===== config.mk =====
export PLATFORM = sky130hd
export DESIGN_NAME = msk_tx_phase_gen
export DESIGN_NICKNAME = d
export VERILOG_FILES = /design/src/rtl/msk_tx_phase_gen.sv
export SDC_FILE = /design/constraint.sdc
export NUM_CORES = 1
export LEC_CHECK = 0
export BUFFER_PORTS_ARGS = -buffer_cell sky130_fd_sc_hd__buf_2
export CORE_MARGIN = 3
export CORE_UTILIZATION = 45
export CTS_CLUSTER_SIZE = 12
export DETAILED_ROUTE_END_ITERATION = 7
export PLACE_DENSITY_LB_ADDON = 0.1
export SYNTH_ARGS = -nofsm -noshare
export SYNTH_HDL_FRONTEND = slang
export SYNTH_SLANG_ARGS = --single-unit
export TNS_END_PERCENT = 100

===== constraint.sdc =====
create_clock -name clk -period 5.68 [get_ports clk]
set_input_delay 1.136 -clock clk [delete_from_list [all_inputs] [get_ports clk]]
set_output_delay 1.136 -clock clk [all_outputs]
set_load 0.01 [all_outputs]

===== src/rtl/msk_tx_phase_gen.sv =====
// rtl/msk_tx_phase_gen.sv - MSK transmit symbol timing and continuous-phase generator
//
// Takes one data bit per symbol through a 1-deep holding register and spreads a
// +/- quarter-cycle phase advance over OSF sample-enable cycles. Index 0 of each
// symbol carries the division remainder so that a full symbol advances by exactly
// 2^(PHASE_W-2) and the phase never drifts.
//
// Optional build macro: MSK_TX_DIFF_ENC_EN - differentially encode the data bit at
// load (d_k = bit_k ^ d_{k-1}); the previous transmitted bit is only cleared by reset.
//
// Ports:
//   clk           system clock
//   reset         synchronous, active-high reset
//   en_i          sample enable; one phase sample per enabled cycle
//   bit_i         data bit (1 = phase increasing, 0 = phase decreasing)
//   bit_val_i     bit_i valid
//   bit_rdy_o     holding register empty, bit can be accepted
//   phase_o       current phase word, unsigned modulo 2^PHASE_W
//   sample_val_o  phase_o updated this cycle
//   sym_strobe_o  pulse on the first sample of each symbol
//   sym_idx_o     sample index within the symbol, 0..OSF-1
//   underrun_o    pulse when a symbol boundary is reached with no bit held

module msk_tx_phase_gen #(
  parameter int OSF       = 20,
  parameter int PHASE_W   = 32,
  parameter int SYM_CNT_W = 5
) (
  input  logic                 clk,
  input  logic                 reset,
  input  logic                 en_i,
  input  logic                 bit_i,
  input  logic                 bit_val_i,
  output logic                 bit_rdy_o,
  output logic [PHASE_W-1:0]   phase_o,
  output logic                 sample_val_o,
  output logic                 sym_strobe_o,
  output logic [SYM_CNT_W-1:0] sym_idx_o,
  output logic                 underrun_o
);

  localparam logic [PHASE_W-1:0]   QUARTER  = PHASE_W'(1) << (PHASE_W - 2);
  localparam logic [PHASE_W-1:0]   OSF_W    = PHASE_W'(OSF);
  localparam logic [PHASE_W-1:0]   STEP     = QUARTER / OSF_W;
  // First sample of a symbol also absorbs the remainder of the division.
  localparam logic [PHASE_W-1:0]   STEP0    = STEP + (QUARTER - OSF_W * STEP);
  localparam logic [SYM_CNT_W-1:0] LAST_IDX = SYM_CNT_W'(OSF - 1);

  typedef enum logic {
    IDLE = 1'b0,
    RUN  = 1'b1
  } state_t;

  state_t               state_q, state_d;
  logic [PHASE_W-1:0]   phase_q, phase_d;
  logic [SYM_CNT_W-1:0] sym_idx_q, sym_idx_d;
  logic                 sample_val_q, sample_val_d;
  logic                 sym_strobe_q, sym_strobe_d;
  logic                 underrun_q, underrun_d;
  logic                 hold_full_q, hold_full_d;
  logic                 hold_bit_q, hold_bit_d;
  logic                 cur_bit_q, cur_bit_d;

  logic                 load_bit;
  logic                 do_load;
  logic                 do_step;
  logic                 step_dir;
  logic [PHASE_W-1:0]   step_inc;

`ifdef MSK_TX_DIFF_ENC_EN
  // cur_bit_q holds d_{k-1}; it survives IDLE/underrun and is cleared only by reset.
  assign load_bit = hold_bit_q ^ cur_bit_q;
`else
  assign load_bit = hold_bit_q;
`endif

  always_comb begin
    state_d      = state_q;
    phase_d      = phase_q;
    sym_idx_d    = sym_idx_q;
    sample_val_d = 1'b0;
    sym_strobe_d = 1'b0;
    underrun_d   = 1'b0;
    hold_full_d  = hold_full_q;
    hold_bit_d   = hold_bit_q;
    cur_bit_d    = cur_bit_q;
    do_load      = 1'b0;
    do_step      = 1'b0;
    step_dir     = cur_bit_q;
    step_inc     = STEP;

    // Acceptance needs an empty holder while loading needs a full one, so a bit
    // can never be accepted and consumed in the same cycle.
    if (bit_val_i && !hold_full_q) begin
      hold_full_d = 1'b1;
      hold_bit_d  = bit_i;
    end

    unique case (state_q)
      IDLE: begin
        if (en_i && hold_full_q) begin
          do_load = 1'b1;
        end
      end
      RUN: begin
        if (en_i) begin
          if (sym_idx_q != LAST_IDX) begin
            sym_idx_d    = sym_idx_q + 1'b1;
            do_step      = 1'b1;
            sample_val_d = 1'b1;
          end else if (hold_full_q) begin
            do_load = 1'b1;
          end else begin
            underrun_d = 1'b1;
            sym_idx_d  = '0;
            state_d    = IDLE;
          end
        end
      end
      default: state_d = IDLE;
    endcase

    if (do_load) begin
      cur_bit_d    = load_bit;
      hold_full_d  = 1'b0;
      sym_idx_d    = '0;
      do_step      = 1'b1;
      step_dir     = load_bit;
      step_inc     = STEP0;
      sample_val_d = 1'b1;
      sym_strobe_d = 1'b1;
      state_d      = RUN;
    end

    if (do_step) begin
      phase_d = step_dir ? (phase_q + step_inc) : (phase_q - step_inc);
    end
  end

  always_ff @(posedge clk) begin
    if (reset) begin
      state_q      <= IDLE;
      phase_q      <= '0;
      sym_idx_q    <= '0;
      sample_val_q <= 1'b0;
      sym_strobe_q <= 1'b0;
      underrun_q   <= 1'b0;
      hold_full_q  <= 1'b0;
      hold_bit_q   <= 1'b0;
      cur_bit_q    <= 1'b0;
    end else begin
      state_q      <= state_d;
      phase_q      <= phase_d;
      sym_idx_q    <= sym_idx_d;
      sample_val_q <= sample_val_d;
      sym_strobe_q <= sym_strobe_d;
      underrun_q   <= underrun_d;
      hold_full_q  <= hold_full_d;
      hold_bit_q   <= hold_bit_d;
      cur_bit_q    <= cur_bit_d;
    end
  end

  assign bit_rdy_o    = !hold_full_q;
  assign phase_o      = phase_q;
  assign sample_val_o = sample_val_q;
  assign sym_strobe_o = sym_strobe_q;
  assign sym_idx_o    = sym_idx_q;
  assign underrun_o   = underrun_q;

endmodule

==> results of run 1 <==
[power by group]
| part | internal, mW | total, mW | switching [mW] |
|---|---|---|---|
| clock | 0.133 | 0.259 | 0.126 |
| sequential | 0.332 | 0.379 | 0.0476 |
| combinational | 0.110 | 0.256 | 0.146 |
| total | 0.575 | 0.894 | 0.319 |
[cells in the final DEF, fill, tap and decap left out, drive strengths merged, types with 5 or more instances in the layout]
cell and count:
nor2 59, o211ai 5, o21ai 33, o22ai 5, dfxtp 44, xnor2 22
inv 8, or3 12, a211oi 13, nor3 14, nor2b 8, mux2i 7
nand3 10, nand2 43, a31oi 13, and2 8, and3 8, buf 50
clkbuf 5, a21o 8, a21oi 47, ha 15
[flip-flops by register name, indices dropped and copies added, names as in the netlist]
| name | cells |
|---|---|
| cur_bit_q | 1 |
| hold_bit_q | 1 |
| hold_full_q | 1 |
| phase_o | 32 |
| sample_val_o | 1 |
| state_q | 1 |
| sym_idx_o | 5 |
| sym_strobe_o | 1 |
| underrun_o | 1 |
[cell families (layout without fill, tap and decap cells)]
family	Yosys count	in the layout	synth area share, %
buffers and inverters	47	66	5.36
DFF	44	44	23.7
muxes	11	11	3.10
xor gates and xnor gates	25	25	5.89
AOI/OAI and AO/OA	169	169	32.0
adders and majority gates	15	15	5.05
and+or+nand+nor	188	188	24.9
[path summary, 6_finish.rpt]
check / startpoint / slack (ps) / end
worst min-delay path: phase_o[17] / 480 / phase_o[17]
worst min register to register: phase_o[17] / 480 / phase_o[17]
worst max-delay path: en_i / 810 / phase_o[28]
worst max register to register: sym_idx_o[0] / 1030 / phase_o[29]
[through the flow]
step	power (mW)	worst slack [ps]	cell area (um2)	cells	util, %
floorplan	0.570	601	3710	499	-
global placement	0.638	612	3940	612	50.0
detailed placement	0.640	422	3940	612	50.0
CTS	0.901	751	4060	620	51.4
global route	0.947	248	4060	620	51.4
finish	0.894	806	4060	620	51.4
[worst max-delay path: cells and delay by family]
family          cells  cell delay [ps]
xor+xnor            1              160
buf+inv             1              160
fa+ha+maj           1              210
simple gates        4              630
compound gates      9             2740
[layout make-up]
| class | count | area share (%) |
|---|---|---|
| sequential | 44 | 21.7 |
| clock buffer | 5 | 1.70 |
| tap | 102 | 3.15 |
| multi-input combinational | 408 | 65.1 |
| clock inverter | 3 | 1.17 |
| inverter | 8 | 0.740 |
| timing repair buffer | 50 | 6.48 |
[metal layers]
| layer | GRT usage [%] | part of all wire (%) | vias to the layer above |
|---|---|---|---|
| met5 | 0 | 0 | - |
| met4 | 3.24 | 0.54 | 0 |
| met3 | 2.88 | 4.3 | 5 |
| met2 | 32.9 | 45 | 83 |
| met1 | 30.9 | 50 | 1785 |
| li1 | - | - | 1881 |
==> impl_metrics.yaml, run 1 <==
outcome:
  status: "complete, no violations"
yosys:
  syn-cell-area_um2: 3710
  yosysTopAreaCellShare_pct: 23.7
  synth_area_leader_cell: "dfxtp_1"
  synth_cells: 499
  yosys-top-cells-area: "dfxtp_1, a21oi_1, nor2_1"
  ys_seq_elements: 44
  syn_nets: 519
  synth.distinct_cells: 73
  yosys_most_used_dff: "dfxtp_1"
  synthArstFlopShare_pct: 0
  ys_warn_count: 0
  synth.most_common_cell: "nor2_1"
  yosys-top-cells-count: "nor2_1, a21oi_1, dfxtp_1"
  postSynthAreaPerCell_um2: 7.44
  yosysSeqAreaShare_pct: 23.7
  synth_edf_count: 0
cells_and_area:
  n_fill_cell: 782
  antenna_cells: 0
  seqCellArea_um2: 881
  multi_input_area_um2: 2640
  nets: 537
  drive_gt1_share_pct: 15.1
  syn_to_final_growth_pct: 9.19
clocking:
  postCtsSetupBuffers: 0
  ctsResizeCount: 0
  postCtsHoldBufs: 0
  ctsHtreeMaxLevel: 2
  root_buffer: "clkbuf_8"
  cts_tree: "done"
  cts_buffers: 5
  clk_latency_ps: 310
  cts.sinks: 44
  clk_pin_slew_ps: 100
  clock_path_buffers: 2
sta:
  finalHoldViolCount: 0
  rsz0062_at_grt: "false"
  worst_slew_pin_slew_ps: 814
  fmax_mhz: 205
  slew_viol_final: 0
  max_slew_margin_pct: 45.4
  period_minus_slack_ps: 4870
  fin_crit_sh_pct: 85.8
  hold_ws_ps: 477
  skew_ps: 13.3
  setup_viol: 0
  tns_ps: 0
floorplan:
  core_area_um2: 7890
  num_rows: 32
  die_height_um: 96.9
  die_w_um: 96.9
  pin_count: 46
  die_area_um2: 9380
  initial_core_util_pct: 47.1
critical_path:
  crit_path_max_fanout: 13
  worstSetupPathType: "in2reg"
  cp-end-kind: "flop"
  critPathArrivalTime_ps: 5050
  startpoint_type: "primary input"
  crit_slowest_cell: "a21boi_2"
  cpMostUsedCell: "o21ai_0"
  crit_chain: "buf_2 -> and3_1 -> a21boi_2 -> nor2_4 -> xnor2_1 -> ha_1 -> a211oi_1 -> o21ai_0 -> a2111oi_0 -> o21a_1 -> o21ai_1 -> o21ai_0 -> nand2_1 -> a2111oi_0 -> o21ai_0 -> nor3b_1"
  worstPathRequired_ps: 5850
  critical-path-max-stage-delay_ps: 550
  reg2regPathDepth: 16
global_route:
  grt_first_pass_wirelength_um: 16900
  grt_max_degree: 44
  overflow: 0
  grt_use_total_pct: 20.9
  antenna_found_initial: 0
  grt_pass1_vias: 3272
route:
  antenna_left: 0
  first_pass_iters: 4
  vias: 3754
  drc_errors: 0
  drt-vias-per-instance: 6.05
  wire_per_inst_um: 16.4
  drt_iter0_drc: 208
  wirelength_um: 10200
power:
  leakagePower_nw: 1.64
  p_per_area_nw_per_um2: 220
  ir_worst_vdd_v: 0.000105
place:
  io_buffers: 45
  dp_hpwl_um: 7260
  finalWeightedCongestion: 0.932
flow_run:
  maxCapViolations: 0
hold_path:
  min_path_cells: 2
  hold_path_class: "reg2reg"
(Power assumes the default switching activity.)
==> run 2, diff against run 1 <==
--- a/config.mk
+++ b/config.mk
@@ -11,6 +11,8 @@
 export CTS_CLUSTER_SIZE = 12
 export DETAILED_ROUTE_END_ITERATION = 7
 export PLACE_DENSITY_LB_ADDON = 0.1
+export REMOVE_ABC_BUFFERS = 1
+export SLEW_MARGIN = 10
 export SYNTH_ARGS = -nofsm -noshare
 export SYNTH_HDL_FRONTEND = slang
 export SYNTH_SLANG_ARGS = --single-unit
==> run 2 against run 1 <==
Net effect: hold slack better by 3.2 ps; clock-buffer cell count unchanged; critical endpoint is now phase_o[26]; via count up 1.6%; combinational power about the same; maximum frequency down 5.6%; core utilization unchanged; flip-flop and latch count unchanged; clock power about the same; final cell count unchanged; clock skew down 7.0 ps.
==> impl_metrics.yaml, run 2 (same netlist as run 1, synthesis figures left out) <==
route:
  wire_per_inst_um: 16.2
  drt-vias-per-instance: 6.15
  vias: 3815
  antenna_left: 0
  wirelength_um: 10000
  first_pass_iters: 4
  drt_iter0_drc: 212
  drc_errors: 0
place:
  place_inst: 612
  finalWeightedCongestion: 0.889
  pre_cts_ws_ps: 348
  dp_hpwl_um: 7270
  io_buffers: 45
sta:
  setup_viol: 0
  slew_viol_final: 0
  fin_crit_sh_pct: 90.9
  max_slew_margin_pct: 45.2
  finalHoldViolCount: 0
  worst_slew_pin_slew_ps: 816
  fmax_mhz: 194
  skew_ps: 6.35
  setup_ws_ps: 516
  period_minus_slack_ps: 5160
  tns_ps: 0
  rsz0062_at_grt: "false"
clocking:
  clk_latency_ps: 300
  cts.sinks: 44
  clk_pin_slew_ps: 90
  postCtsHoldBufs: 0
  ctsHtreeMaxLevel: 2
  postCtsSetupBuffers: 0
  cts_buffers: 5
  root_buffer: "clkbuf_8"
  ctsResizeCount: 0
  clock_path_buffers: 2
  cts_tree: "done"
floorplan:
  num_rows: 32
  core_area_um2: 7890
  die_w_um: 96.9
  die_area_um2: 9380
  initial_core_util_pct: 47.1
  pin_count: 46
  die_height_um: 96.9
hold_path:
  hold_path_class: "reg2reg"
  hp-start: "phase_o[9]"
flow_run:
  maxCapViolations: 0
global_route:
  overflow: 0
  grt_use_met1_pct: 29.7
  grtUsageMet3_pct: 2.96
  antenna_found_initial: 0
  grt_pass1_vias: 3434
  grt_max_degree: 44
  grt_use_total_pct: 21.1
  busiest_layer: "met2"
  met2_usage_pct: 33.5
  grt_first_pass_wirelength_um: 17000
critical_path:
  cp-end-kind: "flop"
  worstPathRequired_ps: 5910
  cp_top_family: "compound AO/OA/AOI/OAI gates"
  crit_path_max_fanout: 13
  crit_start: "en_i"
  startpoint_type: "primary input"
  crit_slowest_cell: "a2111oi_0"
  path_buf_inv: 1
  worstSetupPathType: "in2reg"
  critical-path-max-stage-delay_ps: 600
  r2r_start: "sym_idx_o[0]"
  crit_chain: "buf_2 -> and3_1 -> a21boi_2 -> nor2_4 -> xnor2_1 -> ha_1 -> a211oi_1 -> o21ai_0 -> a2111oi_0 -> o21ai_0 -> a31oi_1 -> o31ai_1 -> a31oi_1 -> xnor2_1 -> or3_1 -> a21oi_1"
  critPathArrivalTime_ps: 5400
cells_and_area:
  drive_gt1_share_pct: 15.1
  nets: 537
  syn_to_final_growth_pct: 9.19
  layout_common_cells: "nor2_1, a21oi_1, buf_2"
  n_fill_cell: 788
  final_common_cell: "nor2_1"
  instances_no_fill: 620
  largest_reg_flops: 32
  antenna_cells: 0
outcome:
  status: "complete, no violations"
power:
  p_per_area_nw_per_um2: 220
  ir_worst_vdd_v: 0.0000980
  leakagePower_nw: 1.64
[run 2: through the flow]
stage | total power [mW] | cell area [um2] | util [%] | hold slack, ps
finish | 0.891 | 4060 | 51.4 | 480
global route | 0.950 | 4060 | 51.4 | 514
detailed placement | 0.639 | 3940 | 50.0 | 469
floorplan | 0.557 | 3550 | - | 486
CTS | 0.897 | 4060 | 51.4 | 485
global placement | 0.637 | 3940 | 50.0 | 463
[run 2: power breakdown]
part / switching (mW) / internal, mW / total [mW]
combinational: 0.145 / 0.110 / 0.255
clock: 0.125 / 0.133 / 0.258
sequential: 0.0468 / 0.332 / 0.379
total: 0.316 / 0.575 / 0.891
[run 2: metal layers]
layer,share of wire [%],wire length [um]
met1,47,4700
met5,0,0
met2,46,4560
met4,1.6,165
met3,5.9,595
[run 2: final timing paths]
kind	cells past startpoint	end	slack, ps
setup / recovery	16	phase_o[26]	520
hold / removal	2	phase_o[9]	480
setup reg to reg	16	phase_o[26]	790
hold reg to reg	2	phase_o[9]	480
[run 2: worst reg2reg max path, delay by kind of cell (launching register included)]
| family | cells | cell delay (ps) |
|---|---|---|
| adder cells (fa/ha/maj) | 2 | 460 |
| AO/OA/AOI/OAI | 9 | 2620 |
| AND/OR/NAND/NOR | 3 | 1160 |
| XOR/XNOR | 2 | 210 |
| flip-flops | 1 | 410 |
[run 2: cell type report]
class	count	area (um2)	share of cell area, %
Clock inverter	3	47.5	1.17
Timing Repair Buffer	50	263	6.48
Sequential cell	44	881	21.7
Clock buffer	5	68.8	1.70
Inverter	8	30.0	0.740
Tap cell	102	128	3.15
Multi-Input combinational cell	408	2640	65.1
==> run 3, diff against run 2 <==
==> constraint.sdc (replaced) <==
create_clock -name clk -period 5.1 [get_ports clk]
set_input_delay 1.02 -clock clk [delete_from_list [all_inputs] [get_ports clk]]
set_output_delay 1.02 -clock clk [all_outputs]
set_load 0.01 [all_outputs]
==> run 3 against run 2 <==
Net effect: flip-flop and latch count unchanged; cell area is 0.93% higher; clock skew increased by 2.1 ps; routed wire length rose by 1.5%; die area unchanged; worst setup slack better by 63 ps; clock-buffer cell count is the same; sequential share of layout area shrank 0.20 points; non-clock buffer count grew 5; via count up 0.13%; clock power increased by 10%; first-iteration DRC count down 3.3%.
==> impl_metrics.yaml, run 3 (same netlist as run 1, synthesis figures left out) <==
outcome:
  status: "complete, no violations"
global_route:
  grt_first_pass_wirelength_um: 17200
  grt_pass1_vias: 3447
  overflow: 0
  grt_use_total_pct: 21.2
  grt_max_degree: 44
  antenna_found_initial: 0
route:
  first_pass_iters: 5
  drt-vias-per-instance: 6.11
  drc_errors: 0
  wirelength_um: 10200
  drt_iter0_drc: 205
  vias: 3820
  wire_per_inst_um: 16.3
  antenna_left: 0
cells_and_area:
  drive_gt1_share_pct: 15.9
  final_common_cell: "nor2_1"
  syn_to_final_growth_pct: 10.2
  n_fill_cell: 806
  antenna_cells: 0
  nets: 542
  layout_common_cells: "nor2_1, a21oi_1, buf_2"
  largest_reg_flops: 32
floorplan:
  core_area_um2: 7890
  die_height_um: 96.9
  die_area_um2: 9380
  initial_core_util_pct: 47.1
  die_w_um: 96.9
  pin_count: 46
  num_rows: 32
critical_path:
  worstPathRequired_ps: 5330
  critPathArrivalTime_ps: 4750
  crit_start: "sym_idx_o[0]"
  crit_chain: "ha_1 -> and4bb_1 -> o2bb2ai_4 -> a21oi_1 -> ha_1 -> a211oi_1 -> o21ai_0 -> a2111oi_1 -> o21ai_0 -> a31oi_1 -> o31ai_1 -> a31oi_1 -> xnor2_1 -> or3_1 -> a21oi_1"
  worstSetupPathType: "reg2reg"
  cp-end-kind: "flop"
  crit_slowest_cell: "a2111oi_1"
  critical-path-max-stage-delay_ps: 500
  crit_path_max_fanout: 15
  r2r_start: "sym_idx_o[0]"
  reg2reg_slack_ps: 580
  startpoint_type: "flop"
sta:
  setup_viol: 0
  rsz0062_at_grt: "false"
  finalHoldViolCount: 0
  fmax_mhz: 221
  fin_crit_sh_pct: 88.7
  slew_viol_final: 0
  tns_ps: 0
  period_minus_slack_ps: 4520
  hold_ws_ps: 487
  worst_slew_pin_slew_ps: 800
  max_slew_margin_pct: 46.7
  setup_ws_ps: 578
  skew_ps: 8.49
clocking:
  clk_pin_slew_ps: 100
  root_buffer: "clkbuf_8"
  clock_path_buffers: 2
  ctsHtreeMaxLevel: 2
  cts.sinks: 44
  cts_tree: "done"
  clk_latency_ps: 300
  cts_buffers: 5
hold_path:
  hold_path_class: "reg2reg"
  hp-start: "phase_o[9]"
power:
  p_per_area_nw_per_um2: 243
  ir_worst_vdd_v: 0.000116
  leakagePower_nw: 1.66
place:
  io_buffers: 45
  finalWeightedCongestion: 0.918
  dp_hpwl_um: 7210
  pre_cts_ws_ps: 266
flow_run:
  maxCapViolations: 0
[run 3: through the flow]
stage / power [mW] / cells / util, % / area [um2]
final: 0.994 / 625 / 51.9 / 4090
after floorplan: 0.621 / 460 / - / 3550
after global routing: 1.06 / 625 / 51.9 / 4090
after global placement: 0.712 / 617 / 50.4 / 3980
after CTS: 1.00 / 625 / 51.9 / 4090
after detailed placement: 0.713 / 617 / 50.4 / 3980
[run 3: worst paths after layout]
path	to	cells after the start
min reg2reg	phase_o[9]	2
min	phase_o[9]	2
max reg2reg	phase_o[26]	15
max	phase_o[26]	15
[run 3: final cells by class]
class                   count  area, um2  share of cell area [%]
clock inverters             3       46.3                    1.13
flip-flops and latches     44        881                    21.5
inverters                   8       30.0                   0.733
repair buffers             55        300                    7.33
clock buffers               5       68.8                    1.68
multi-input cells         408       2640                    64.5
well taps                 102        128                    3.12
[run 3: what timing repair did]
action | in CTS | in global routing
setup buffers | 0 | 0
hold buffers | 0 | 0
setup endpoints to repair | 0 | 1
resized for setup | 0 | 1
[run 3: metal layers]
layer | vias to the layer above | track usage, % | share of wire [%]
met2 | 135 | 34.2 | 45
met3 | 14 | 3.10 | 5.3
met1 | 1779 | 30.1 | 48
met5 | - | 0 | 0
met4 | 0 | 4.43 | 1.1
li1 | 1892 | - | -
[run 3: worst max-delay path: cells and delay by family, from the launching register on]
kind                     cells  cell delay (ps)
XOR/XNOR                     1              100
AND/OR/NAND/NOR              2              800
adder cells (fa/ha/maj)      2              560
flip-flops                   1              410
AO/OA/AOI/OAI               10             2560
[run 3: where the power goes]
| part | internal, mW | switching [mW] |
|---|---|---|
| Clock | 0.148 | 0.136 |
| Sequential | 0.369 | 0.0525 |
| Combinational | 0.125 | 0.163 |
| Total | 0.642 | 0.352 |
